$ cat config.mk
export PLATFORM = sky130hd
export DESIGN_NAME = axi_mem_master
export DESIGN_NICKNAME = d
export VERILOG_FILES = /design/src/rtl/axi_pkg.sv /design/src/rtl/axi_rsp_skid.sv /design/src/rtl/axi_mem_master.sv
export SDC_FILE = /design/constraint.sdc
export NUM_CORES = 1
export LEC_CHECK = 0
export BUFFER_PORTS_ARGS = -buffer_cell sky130_fd_sc_hd__buf_2
export CORE_MARGIN = 2
export CORE_UTILIZATION = 30
export CTS_CLUSTER_DIAMETER = 200
export DETAILED_ROUTE_END_ITERATION = 6
export SYNTH_ARGS = -nofsm -noshare
export SYNTH_HDL_FRONTEND = slang
export SYNTH_SLANG_ARGS = --single-unit
$ cat constraint.sdc
create_clock -name clk -period 8.55 [get_ports clk]
set_clock_uncertainty 0.15 [all_clocks]
set_input_delay 1.71 -clock clk [delete_from_list [all_inputs] [get_ports clk]]
set_output_delay 1.71 -clock clk [all_outputs]
set_load 0.05 [all_outputs]
$ cat src/rtl/axi_pkg.sv
// Shared constants, FSM state codes and the captured-request type for the npc AXI4 memory master.
package axi_pkg;

    localparam logic [1:0] BURST_INCR = 2'b01;
    localparam logic [1:0] RESP_OKAY  = 2'b00;
    localparam logic [2:0] SIZE_4B    = 3'd2;

    typedef logic [2:0] state_t;

    localparam state_t IDLE = 3'd0;
    localparam state_t AR   = 3'd1;
    localparam state_t R    = 3'd2;
    localparam state_t AWW  = 3'd3;
    localparam state_t B    = 3'd4;

    typedef struct packed {
        logic [7:0] len;
        logic [3:0] wstrb;
    } req_t;

endpackage

$ cat src/rtl/axi_rsp_skid.sv
// One-entry response register: holds a read/write response beat until the consumer takes it.
module axi_rsp_skid #(
    parameter int DATA_W = 32
) (
    input  logic              clk,
    input  logic              rst,
    input  logic              load,
    input  logic [DATA_W-1:0] load_data,
    input  logic              load_last,
    input  logic              load_err,
    input  logic              ready,
    output logic              valid,
    output logic [DATA_W-1:0] data,
    output logic              last,
    output logic              err
);

    // The master only loads when the entry is empty or being drained this cycle.
    always_ff @(posedge clk or posedge rst) begin
        if (rst) begin
            valid <= 1'b0;
            data  <= '0;
            last  <= 1'b0;
            err   <= 1'b0;
        end else if (load) begin
            valid <= 1'b1;
            data  <= load_data;
            last  <= load_last;
            err   <= load_err;
        end else if (ready) begin
            valid <= 1'b0;
        end
    end

endmodule

$ cat src/rtl/axi_mem_master.sv
// Single-outstanding AXI4 master: INCR burst reads, single-beat writes, responses on a valid/ready stream.
// Define AXI_MASTER_CHECK_EN to flag rid/bid and rlast protocol errors on rsp_err.
module axi_mem_master
    import axi_pkg::*;
#(
    parameter logic [3:0] AXI_ID = 4'd0,
    parameter int         ADDR_W = 64,
    parameter int         DATA_W = 32,
    parameter logic [2:0] SIZE   = SIZE_4B
) (
    input  logic              clk,
    input  logic              rst,
    input  logic              req_valid,
    output logic              req_ready,
    input  logic              req_we,
    input  logic [ADDR_W-1:0] req_addr,
    input  logic [7:0]        req_len,
    input  logic [DATA_W-1:0] req_wdata,
    input  logic [3:0]        req_wstrb,
    output logic              rsp_valid,
    input  logic              rsp_ready,
    output logic [DATA_W-1:0] rsp_data,
    output logic              rsp_last,
    output logic              rsp_err,
    output logic [ADDR_W-1:0] araddr,
    output logic              arvalid,
    input  logic              arready,
    output logic [3:0]        arid,
    output logic [1:0]        arbrust,
    output logic [7:0]        arlen,
    output logic [2:0]        arsize,
    input  logic [DATA_W-1:0] rdata,
    input  logic              rvalid,
    output logic              ready,
    input  logic [3:0]        rid,
    input  logic              rlast,
    input  logic [1:0]        rresp,
    output logic [ADDR_W-1:0] awaddr,
    output logic              awvalid,
    input  logic              awready,
    output logic [3:0]        awid,
    output logic [1:0]        awbrust,
    output logic [7:0]        awlen,
    output logic [2:0]        awsize,
    output logic [DATA_W-1:0] wdata,
    output logic              wvalid,
    input  logic              wready,
    output logic              wlast,
    output logic [3:0]        wstrb,
    output logic              bready,
    input  logic              bvalid,
    input  logic [3:0]        bresp,
    input  logic [3:0]        bid
);

    state_t     state;
    req_t       cap;
    logic [7:0] beat_cnt;
    logic       aw_done;
    logic       w_done;
    logic       r_fire;
    logic       b_fire;
    logic       aw_fire;
    logic       w_fire;
    logic       r_end;
    logic       r_err;
    logic       b_err;

    assign arid    = AXI_ID;
    assign awid    = AXI_ID;
    assign arbrust = BURST_INCR;
    assign awbrust = BURST_INCR;
    assign arsize  = SIZE;
    assign awsize  = SIZE;
    assign awlen   = 8'd0;
    assign wlast   = 1'b1;
    assign wstrb   = cap.wstrb;

    // A new request waits until the previous response has left the skid register.
    assign req_ready = (state == IDLE) && !rsp_valid;
    assign ready     = (state == R) && (!rsp_valid || rsp_ready);
    assign bready    = (state == B);

    assign r_fire  = rvalid && ready;
    assign b_fire  = bvalid && bready;
    assign aw_fire = awvalid && awready;
    assign w_fire  = wvalid && wready;

`ifdef AXI_MASTER_CHECK_EN
    logic [1:0] unused_bits;
    assign unused_bits = bresp[3:2];
    assign r_end = (beat_cnt == cap.len);
    assign r_err = (rresp != RESP_OKAY) || (rid != AXI_ID) || (rlast != (beat_cnt == cap.len));
    assign b_err = (bresp[1:0] != RESP_OKAY) || (bid != AXI_ID);
`else
    logic [17:0] unused_bits;
    assign unused_bits = {rid, bid, bresp[3:2], cap.len};
    assign r_end = rlast;
    assign r_err = (rresp != RESP_OKAY);
    assign b_err = (bresp[1:0] != RESP_OKAY);
`endif

    always_ff @(posedge clk or posedge rst) begin
        if (rst) begin
            state    <= IDLE;
            cap      <= '0;
            beat_cnt <= 8'd0;
            aw_done  <= 1'b0;
            w_done   <= 1'b0;
            arvalid  <= 1'b0;
            awvalid  <= 1'b0;
            wvalid   <= 1'b0;
            araddr   <= '0;
            arlen    <= 8'd0;
            awaddr   <= '0;
            wdata    <= '0;
        end else begin
            case (state)
                IDLE: begin
                    if (req_valid && req_ready) begin
                        cap.len   <= req_len;
                        cap.wstrb <= req_wstrb;
                        beat_cnt  <= 8'd0;
                        if (req_we) begin
                            awaddr  <= req_addr;
                            wdata   <= req_wdata;
                            awvalid <= 1'b1;
                            wvalid  <= 1'b1;
                            aw_done <= 1'b0;
                            w_done  <= 1'b0;
                            state   <= AWW;
                        end else begin
                            araddr  <= req_addr;
                            arlen   <= req_len;
                            arvalid <= 1'b1;
                            state   <= AR;
                        end
                    end
                end
                AR: begin
                    if (arready) begin
                        arvalid <= 1'b0;
                        state   <= R;
                    end
                end
                R: begin
                    if (r_fire) begin
                        beat_cnt <= beat_cnt + 8'd1;
                        if (r_end) state <= IDLE;
                    end
                end
                AWW: begin
                    if (aw_fire) begin
                        awvalid <= 1'b0;
                        aw_done <= 1'b1;
                    end
                    if (w_fire) begin
                        wvalid <= 1'b0;
                        w_done <= 1'b1;
                    end
                    if ((aw_done || aw_fire) && (w_done || w_fire)) state <= B;
                end
                B: begin
                    if (bvalid) state <= IDLE;
                end
                default: state <= IDLE;
            endcase
        end
    end

    axi_rsp_skid #(.DATA_W(DATA_W)) u_skid (
        .clk       (clk),
        .rst       (rst),
        .load      (r_fire || b_fire),
        .load_data ((state == R) ? rdata : '0),
        .load_last ((state == R) ? r_end : 1'b1),
        .load_err  ((state == R) ? r_err : b_err),
        .ready     (rsp_ready),
        .valid     (rsp_valid),
        .data      (rsp_data),
        .last      (rsp_last),
        .err       (rsp_err)
    );

endmodule

==> results.json, run 1 <==
{
  "syn2layout_area_growth_pct": 34.5,
  "post_route_cells_drive_above_1_share_pct": 60.0,
  "hold_start": "u_skid.data[4]",
  "nets": 1127,
  "cp-end-kind": "output port",
  "numPortBuffers": 367,
  "finalSetupViolations": 0,
  "arrival_ns": 2.25,
  "ys_types": 31,
  "start_util_pct": 30.4,
  "grt_overflow": 0,
  "ys_warn_count": 0,
  "synth.top_cell.area_share_pct": 64.1,
  "die_y_um": 171,
  "syn_area_per_cell_um2": 14.1,
  "crit_top_cell": "buf_2",
  "synth_area_leader_cell": "dfrtp_1",
  "worstSkewPairLatency_ns": 0.51,
  "cts_num_sinks": 215,
  "h-tree-depth": 1,
  "slowest_delay_ns": 0.21,
  "ctsHoldBuffers": 0,
  "setup_tns_ns": 0,
  "seq_area_frac_synth_pct": 64.1,
  "r2r_end": "wdata[1]",
  "vias": 5829,
  "post_cts_resized": 0,
  "cts_setup_buffers": 0,
  "nFillCells": 2720,
  "worstPathCellList": "buf_2, nor2b_1, nor2_1, buf_2",
  "rows": 61,
  "dp_hpwl_um": 14400,
  "drt_pre_antenna_iters": 4,
  "wl_per_cell_um": 15.1,
  "fp.dieW_um": 171,
  "tightest_slew_ns": 0.936,
  "cts_buffers": 24,
  "place_congestion": 0.748,
  "drtAntennaViolNets": 0,
  "crit-reg2reg-launch": "state[0]",
  "wirelength_um": 20500,
  "crit_buf_inv": 2,
  "rrSetupSlack_ns": 5.48,
  "syn-cell-area_mm2": 0.00839,
  "rsz0062_at_grt": "no",
  "path_class": "in -> out",
  "grt_use_total_pct": 13.3,
  "critPathSlowestCell": "buf_2",
  "clock-root-buffer": "clkbuf_16",
  "grt_pass1_vias": 5773,
  "finalCritPeriodShare_pct": 48.1,
  "fmax_mhz": 243,
  "clock_path_buffers": 3,
  "post_drt_via_cell_ratio": 4.30,
  "core_area_mm2": 0.0276,
  "ys_seq_elements": 215,
  "whs_path_depth": 2,
  "design.die.area_mm2": 0.0293,
  "syn_inst": 594,
  "slew_headroom_pct": 37.6,
  "cts_tree": "built",
  "rr_worst_depth": 4,
  "drv_cap": 0,
  "grt_antenna_before_repair": 1,
  "ioPinCount": 405,
  "finalWorstPathRequiredPeriod_ns": 4.11,
  "hold_viol_final": 0,
  "cp-start-kind": "input port",
  "crit_family": "buffers and inverters",
  "ys_async_sr_fraction_pct": 100,
  "synthTopCellsByArea": "dfrtp_1, mux2_2, nand2_1, buf_4, o21ai_0",
  "grt_pass1_wl_um": 31300,
  "drc": 0,
  "synth_ff_type": "dfrtp_1",
  "clk_pin_slew_ns": 0.06,
  "min_to": "u_skid.data[4]",
  "holdWs_ns": 0.322,
  "utilization_pct": 40.9,
  "hold_path.class": "reg -> reg",
  "outcome": "complete, no violations",
  "grt_max_degree": 83,
  "drt_iter0_drc": 211,
  "cp_data_required_time_ns": 6.69,
  "path_max_fanout": 2,
  "finalMaxSlewViolations": 0,
  "synth_edf_count": 0
}
through the flow:
step | std cells | instance area [um2] | setup WS [ns]
final | 1357 | 11300 | 4.44
after detailed placement | 1314 | 10500 | 4.45
after CTS | 1356 | 11300 | 4.44
after global routing | 1356 | 11300 | 4.40
after global placement | 1314 | 10500 | 4.44
after floorplan | 619 | 8490 | 0.811
worst reg2reg max path, delay by kind of cell (launching register included):
family,cells,cell delay (ns)
buffers and inverters,1,0.62
AND/OR/NAND/NOR,2,1.24
multiplexers,1,0.40
flip-flops,1,0.53
cell usage after synthesis (2+ instances only):
cell	count
buf_2	10
buf_4	27
nor2_1	5
conb_1	2
mux2_2	172
clkbuf_1	9
o31ai_1	2
nor3_1	3
buf_1	7
o21ai_0	34
inv_1	6
dfrtp_1	215
a21oi_1	3
or3b_2	2
nor3b_1	2
buf_6	3
a31oi_1	4
nand2_1	74
nand3_2	2
worst max-delay path by stage:
stage / cells after the start / end / startpoint / slack, ns
after CTS: 4 / ready / rsp_ready / 4.44
final: 4 / ready / rsp_ready / 4.44
after global routing: 4 / ready / rsp_ready / 4.40
after floorplan: 1 / araddr[0] / rst / 0.81
after detailed placement: 4 / ready / rsp_ready / 4.45
after global placement: 4 / ready / rsp_ready / 4.44
area by class of cell:
| class | instances | area, um2 | area share [%] |
|---|---|---|---|
| Antenna cell | 1 | 2.50 | 0.0222 |
| Tap cell | 378 | 473 | 4.19 |
| Inverter | 6 | 30.0 | 0.266 |
| Clock buffer | 37 | 711 | 6.30 |
| Clock inverter | 5 | 31.3 | 0.277 |
| Multi-Input combinational cell | 342 | 2780 | 24.6 |
| Timing Repair Buffer | 373 | 1880 | 16.7 |
| Sequential cell | 215 | 5380 | 47.7 |
routing by layer:
metal	global-route usage [%]	vias up	wire (um)	share of wire (%)
met5	0	-	0	0
met2	22.5	236	9830	48
li1	-	2748	-	-
met3	4.58	35	1940	9.5
met4	4.38	0	552	2.7
met1	15.9	2810	8190	40
cell usage in the layout (no fill, tap or decap), drive strengths merged, types with 4 or more instances in the layout:
cell and instances:
a31oi 4, mux2 172, dfrtp 215, buf 373, nand2 74, clkbuf 37, nor2 5, o21ai 34
clkinv 4, conb 27, inv 7
cell families (layout without fill, tap and decap cells):
family,Yosys count,count (layout),synth area share [%]
flip-flops,215,215,64.1
multiplexers,172,172,23.1
AND/OR/NAND/NOR,94,94,5.05
buffers and inverters,62,421,4.40
AO/OA/AOI/OAI,49,49,3.28
other,2,28,0.0895
registers in the layout, summed over array words and instances (netlist names):
name	flops
araddr	64
awaddr	64
u_skid.data	32
wdata	32
arlen	8
wstrb	4
state	3
arvalid	1
aw_done	1
awvalid	1
u_skid.err	1
u_skid.last	1
u_skid.valid	1
w_done	1
wvalid	1
Power of run 1 is not shown: default switching activity piles up to over one toggle a cycle in this logic, so the estimate is an artifact.
==> run 2, diff against run 1 <==
==> constraint.sdc (replaced) <==
create_clock -name clk -period 3.5 [get_ports clk]
set_clock_uncertainty 0.15 [all_clocks]
set_input_delay 0.7 -clock clk [delete_from_list [all_inputs] [get_ports clk]]
set_output_delay 0.7 -clock clk [all_outputs]
set_load 0.05 [all_outputs]
==> run 2 against run 1 <==
  * Critical endpoint unchanged
  * Sequential share of layout area down 0.41 points
  * Die area stayed put
  * Largest cell class unchanged
  * Core utilization grew 0.35 points
  * First-iteration DRC count increased by 10%
  * Setup slack worse by 3.8 ns
  * Cell count up 0.37%
  * Routed wire length increased by 3.5%
  * Non-clock buffer count increased by 3
==> results.json, run 2 (synthesis gave the netlist of run 1 again) <==
{
  "outcome": "complete, no violations",
  "core_area_mm2": 0.0276,
  "tightest_slew_ns": 0.708,
  "grt_use_total_pct": 13.8,
  "nFillCells": 2696,
  "dp_hpwl_um": 15400,
  "h-tree-depth": 1,
  "cp-start-kind": "register",
  "ioPinCount": 405,
  "hold_path.class": "in -> async",
  "rows": 61,
  "post_cts_resized": 0,
  "setup_tns_ns": 0,
  "start_util_pct": 30.4,
  "nets": 1131,
  "design.die.area_mm2": 0.0293,
  "holdWs_ns": 0.0957,
  "fp.dieW_um": 171,
  "wl_per_cell_um": 15.6,
  "drc": 0,
  "path_max_fanout": 12,
  "drtAntennaViolNets": 0,
  "wirelength_um": 21200,
  "cp-end-kind": "output port",
  "syn2layout_area_growth_pct": 35.6,
  "grt_overflow": 0,
  "drt_iter0_drc": 232,
  "clock_path_buffers": 3,
  "vias": 5843,
  "cts_tree": "built",
  "cts_setup_buffers": 0,
  "slowest_delay_ns": 0.59,
  "final_common_cell": "buf_2",
  "crit_buf_inv": 1,
  "die_y_um": 171,
  "post_route_cells_drive_above_1_share_pct": 60.5,
  "rsz0062_at_grt": "no",
  "place_congestion": 0.721,
  "hold_viol_final": 0,
  "cts_buffers": 25,
  "post_drt_via_cell_ratio": 4.29,
  "crit_family": "simple AND/OR/NAND/NOR gates",
  "finalCritPeriodShare_pct": 82.3,
  "cts_num_sinks": 215,
  "critPathSlowestCell": "or3b_2",
  "path_class": "reg -> out",
  "finalMaxSlewViolations": 0,
  "grt_pass1_vias": 5747,
  "ctsHoldBuffers": 0,
  "grt_max_degree": 89,
  "multi_input_area_mm2": 0.00278,
  "clock-root-buffer": "clkbuf_16",
  "arrival_ns": 2.03,
  "slew_headroom_pct": 52.8,
  "rrSetupSlack_ns": 1.27,
  "finalSetupViolations": 0,
  "drt_pre_antenna_iters": 4,
  "worstSkewPairLatency_ns": 0.52,
  "drv_cap": 0,
  "clk_pin_slew_ns": 0.06,
  "numPortBuffers": 367,
  "grt_antenna_before_repair": 1,
  "final_cell_mix": "buf_2, dfrtp_1, mux2_2",
  "finalWorstPathRequiredPeriod_ns": 2.88,
  "ff_latch_area_mm2": 0.00538,
  "cp_data_required_time_ns": 2.65,
  "reg_top3": "araddr x64, awaddr x64",
  "worstPathCellList": "or3b_2, nor2_1, buf_2",
  "antenna-diode-count": 0,
  "fmax_mhz": 347,
  "grt_pass1_wl_um": 31900
}
==> run 2: cell types whose count changed in the layout (fill, tap and decap cells not counted) <==
cell / previous run / this run
buf_12: 0 / 2
inv_8: 2 / 0
buf_4: 6 / 7
clkinvlp_4: 0 / 1
clkbuf_8: 4 / 5
clkinv_4: 0 / 1
diode_2: 1 / 0
inv_6: 0 / 2
clkbuf_1: 8 / 6
clkinv_2: 4 / 5
bufinv_16: 0 / 1
==> run 2: layout make-up <==
cell class                      instances  share of cell area, %
Sequential cell                       215                   47.3
Multi-Input combinational cell        342                   24.4
Clock inverter                          9                  0.714
Timing Repair Buffer                  376                   16.9
Tap cell                              378                   4.15
Inverter                                6                  0.231
Clock buffer                           36                   6.30
==> run 2: routing by layer <==
layer / track usage [%] / up-vias / wire, um
met5: 0 / - / 0
met4: 4.02 / 0 / 610
met3: 5.18 / 39 / 2180
met2: 23.4 / 267 / 10200
met1: 16.3 / 2804 / 8260
li1: - / 2733 / -
==> run 2: per-stage QoR <==
stage	worst slack, ns	util [%]	cells	area, um2
finish	0.620	41.2	1362	11400
global route	0.519	41.2	1362	11400
CTS	0.582	41.2	1362	11400
detailed placement	1.14	38.3	1317	10600
global placement	1.15	38.3	1317	10600
floorplan	-0.148	-	619	8490
==> run 2: final timing paths <==
check | startpoint | cells past startpoint | endpoint
worst max-delay path | state[0] | 3 | ready
worst min-delay path | rst | 2 | awaddr[31]
min in group clk | req_wdata[20] | 2 | wdata[20]
worst min register to register | u_skid.data[11] | 2 | u_skid.data[11]
max in group asynchronous | rst | 3 | arlen[4]
worst max register to register | state[0] | 4 | awaddr[41]
Power of run 2 is left out for the same reason.
==> run 3, diff against run 2 <==
==> constraint.sdc (replaced) <==
create_clock -name clk -period 2.58 [get_ports clk]
set_clock_uncertainty 0.15 [all_clocks]
set_input_delay 0.516 -clock clk [delete_from_list [all_inputs] [get_ports clk]]
set_output_delay 0.516 -clock clk [all_outputs]
set_load 0.05 [all_outputs]
==> run 3 against run 2 <==
  * Sequential cell count unchanged
  * Count of clock-buffer cells in the layout down 1
  * Critical path depth unchanged
  * Core utilization increased by 0.69 points
  * Via count up 0.55%
  * Routed wire length decreased by 0.29%
  * Global-route usage shrank 0.12 points
  * Critical endpoint is now bready
  * Hold slack lost 0.011 ns
  * Design area is 1.7% higher
  * Non-clock buffer count increased by 10
==> results.json, run 3 (synthesis gave the netlist of run 1 again) <==
{
  "tightest_slew_ns": 0.660,
  "utilization_pct": 41.9,
  "fp.dieW_um": 171,
  "clk_pin_slew_ns": 0.06,
  "finalWorstPathRequiredPeriod_ns": 2.49,
  "wl_per_cell_um": 15.5,
  "placed_area_mm2": 0.0107,
  "finalCritPeriodShare_pct": 96.4,
  "clock_path_buffers": 3,
  "slew_headroom_pct": 55.4,
  "path_max_fanout": 7,
  "final_common_cell": "buf_2",
  "grt_use_total_pct": 13.7,
  "post_drt_via_cell_ratio": 4.29,
  "place_inst": 1321,
  "grt_antenna_before_repair": 1,
  "rsz0062_at_grt": "no",
  "cts_num_sinks": 215,
  "hold_path.class": "in -> reg",
  "rr_worst_depth": 6,
  "fin_cells": 1369,
  "reg_top3": "araddr x64, awaddr x64",
  "wirelength_um": 21200,
  "grt_overflow": 0,
  "start_util_pct": 30.4,
  "rows": 61,
  "worstSetupEndpoint": "bready",
  "syn2layout_area_growth_pct": 37.9,
  "cp-startpoint": "state[1]",
  "worstSkewPairLatency_ns": 0.51,
  "die_y_um": 171,
  "drt_pre_antenna_iters": 4,
  "vias": 5875,
  "numPortBuffers": 367,
  "design.die.area_mm2": 0.0293,
  "core_area_mm2": 0.0276,
  "grt_max_degree": 93,
  "r2r_end": "awaddr[51]",
  "post_route_cells_drive_above_1_share_pct": 61.2,
  "cp_data_required_time_ns": 1.91,
  "fmax_mhz": 402,
  "crit-reg2reg-launch": "state[2]",
  "drc": 0,
  "ioPinCount": 405,
  "fin_area_mm2": 0.0116,
  "rrSetupSlack_ns": 0.55,
  "dp_hpwl_um": 15500,
  "cts_tree": "built",
  "ff_latch_area_mm2": 0.00538,
  "outcome": "complete, no violations",
  "drtAntennaViolNets": 0,
  "drt_iter0_drc": 158,
  "final_cell_mix": "buf_2, dfrtp_1, mux2_2",
  "cts_buffers": 24,
  "cp-end-kind": "output port",
  "place_congestion": 0.699,
  "drv_cap": 0,
  "hold_viol_final": 0,
  "cp-start-kind": "register",
  "finalMaxSlewViolations": 0,
  "multi_input_area_mm2": 0.00278,
  "nFillCells": 2694,
  "h-tree-depth": 1,
  "arrival_ns": 1.82,
  "clock-root-buffer": "clkbuf_16",
  "finalSetupViolations": 0,
  "path_class": "reg -> out",
  "grt_pass1_wl_um": 31800,
  "nets": 1140,
  "grt_pass1_vias": 5914
}
==> run 3: how the worst min path moves through the flow <==
stage	from	to	slack, ns	depth (start not counted)
finish	req_len[7]	arlen[7]	0.09	2
global route	req_len[1]	arlen[1]	0.06	2
CTS	req_wdata[4]	wdata[4]	0.05	2
detailed placement	u_skid.data[20]	u_skid.data[20]	0.31	2
global placement	u_skid.data[28]	u_skid.data[28]	0.31	2
floorplan	aw_done	aw_done	0.31	2
==> run 3: critical path, stage by stage, from the launching register on <==
cell	delay (ns)
dfrtp_2	0.46
or3b_2	0.49
inv_1	0.18
buf_6	0.19
==> run 3: what timing repair did <==
item                                   CTS  global route
setup buffers                            3             2
setup endpoints to repair                3             2
cloned                                   0             0
pin swaps                                1             0
hold buffers                             1             0
gates resized for setup                  6             2
endpoints found under the hold margin   24             0
==> run 3: area by class of cell <==
cell class	instances	share of cell area [%]
repair buffers	386	18.0
clock inverters	6	0.908
well taps	378	4.09
clock buffers	35	6.25
multi-input cells	342	24.0
inverters	6	0.227
diodes	1	0.0216
flip-flops and latches	215	46.5
==> run 3: through the flow <==
stage	setup slack [ns]	hold slack, ns	setup TNS [ns]
2_1_floorplan	-0.884	0.313	-190.09
4_1_cts	0.0170	0.0531	0
3_3_place_gp	0.401	0.307	0
5_1_grt	0.00268	0.0590	0
3_5_place_dp	0.382	0.315	0
6_report	0.0921	0.0851	0
==> run 3: routing by layer <==
layer  global-route usage (%)  routed length, um  up-vias
met3                     5.22               2190       18
met1                     16.0               8460     2836
met5                        0                  0        -
li1                         -                  -     2752
met4                     3.24                290        0
met2                     23.6              10200      269
Power of run 3 is left out for the same reason.
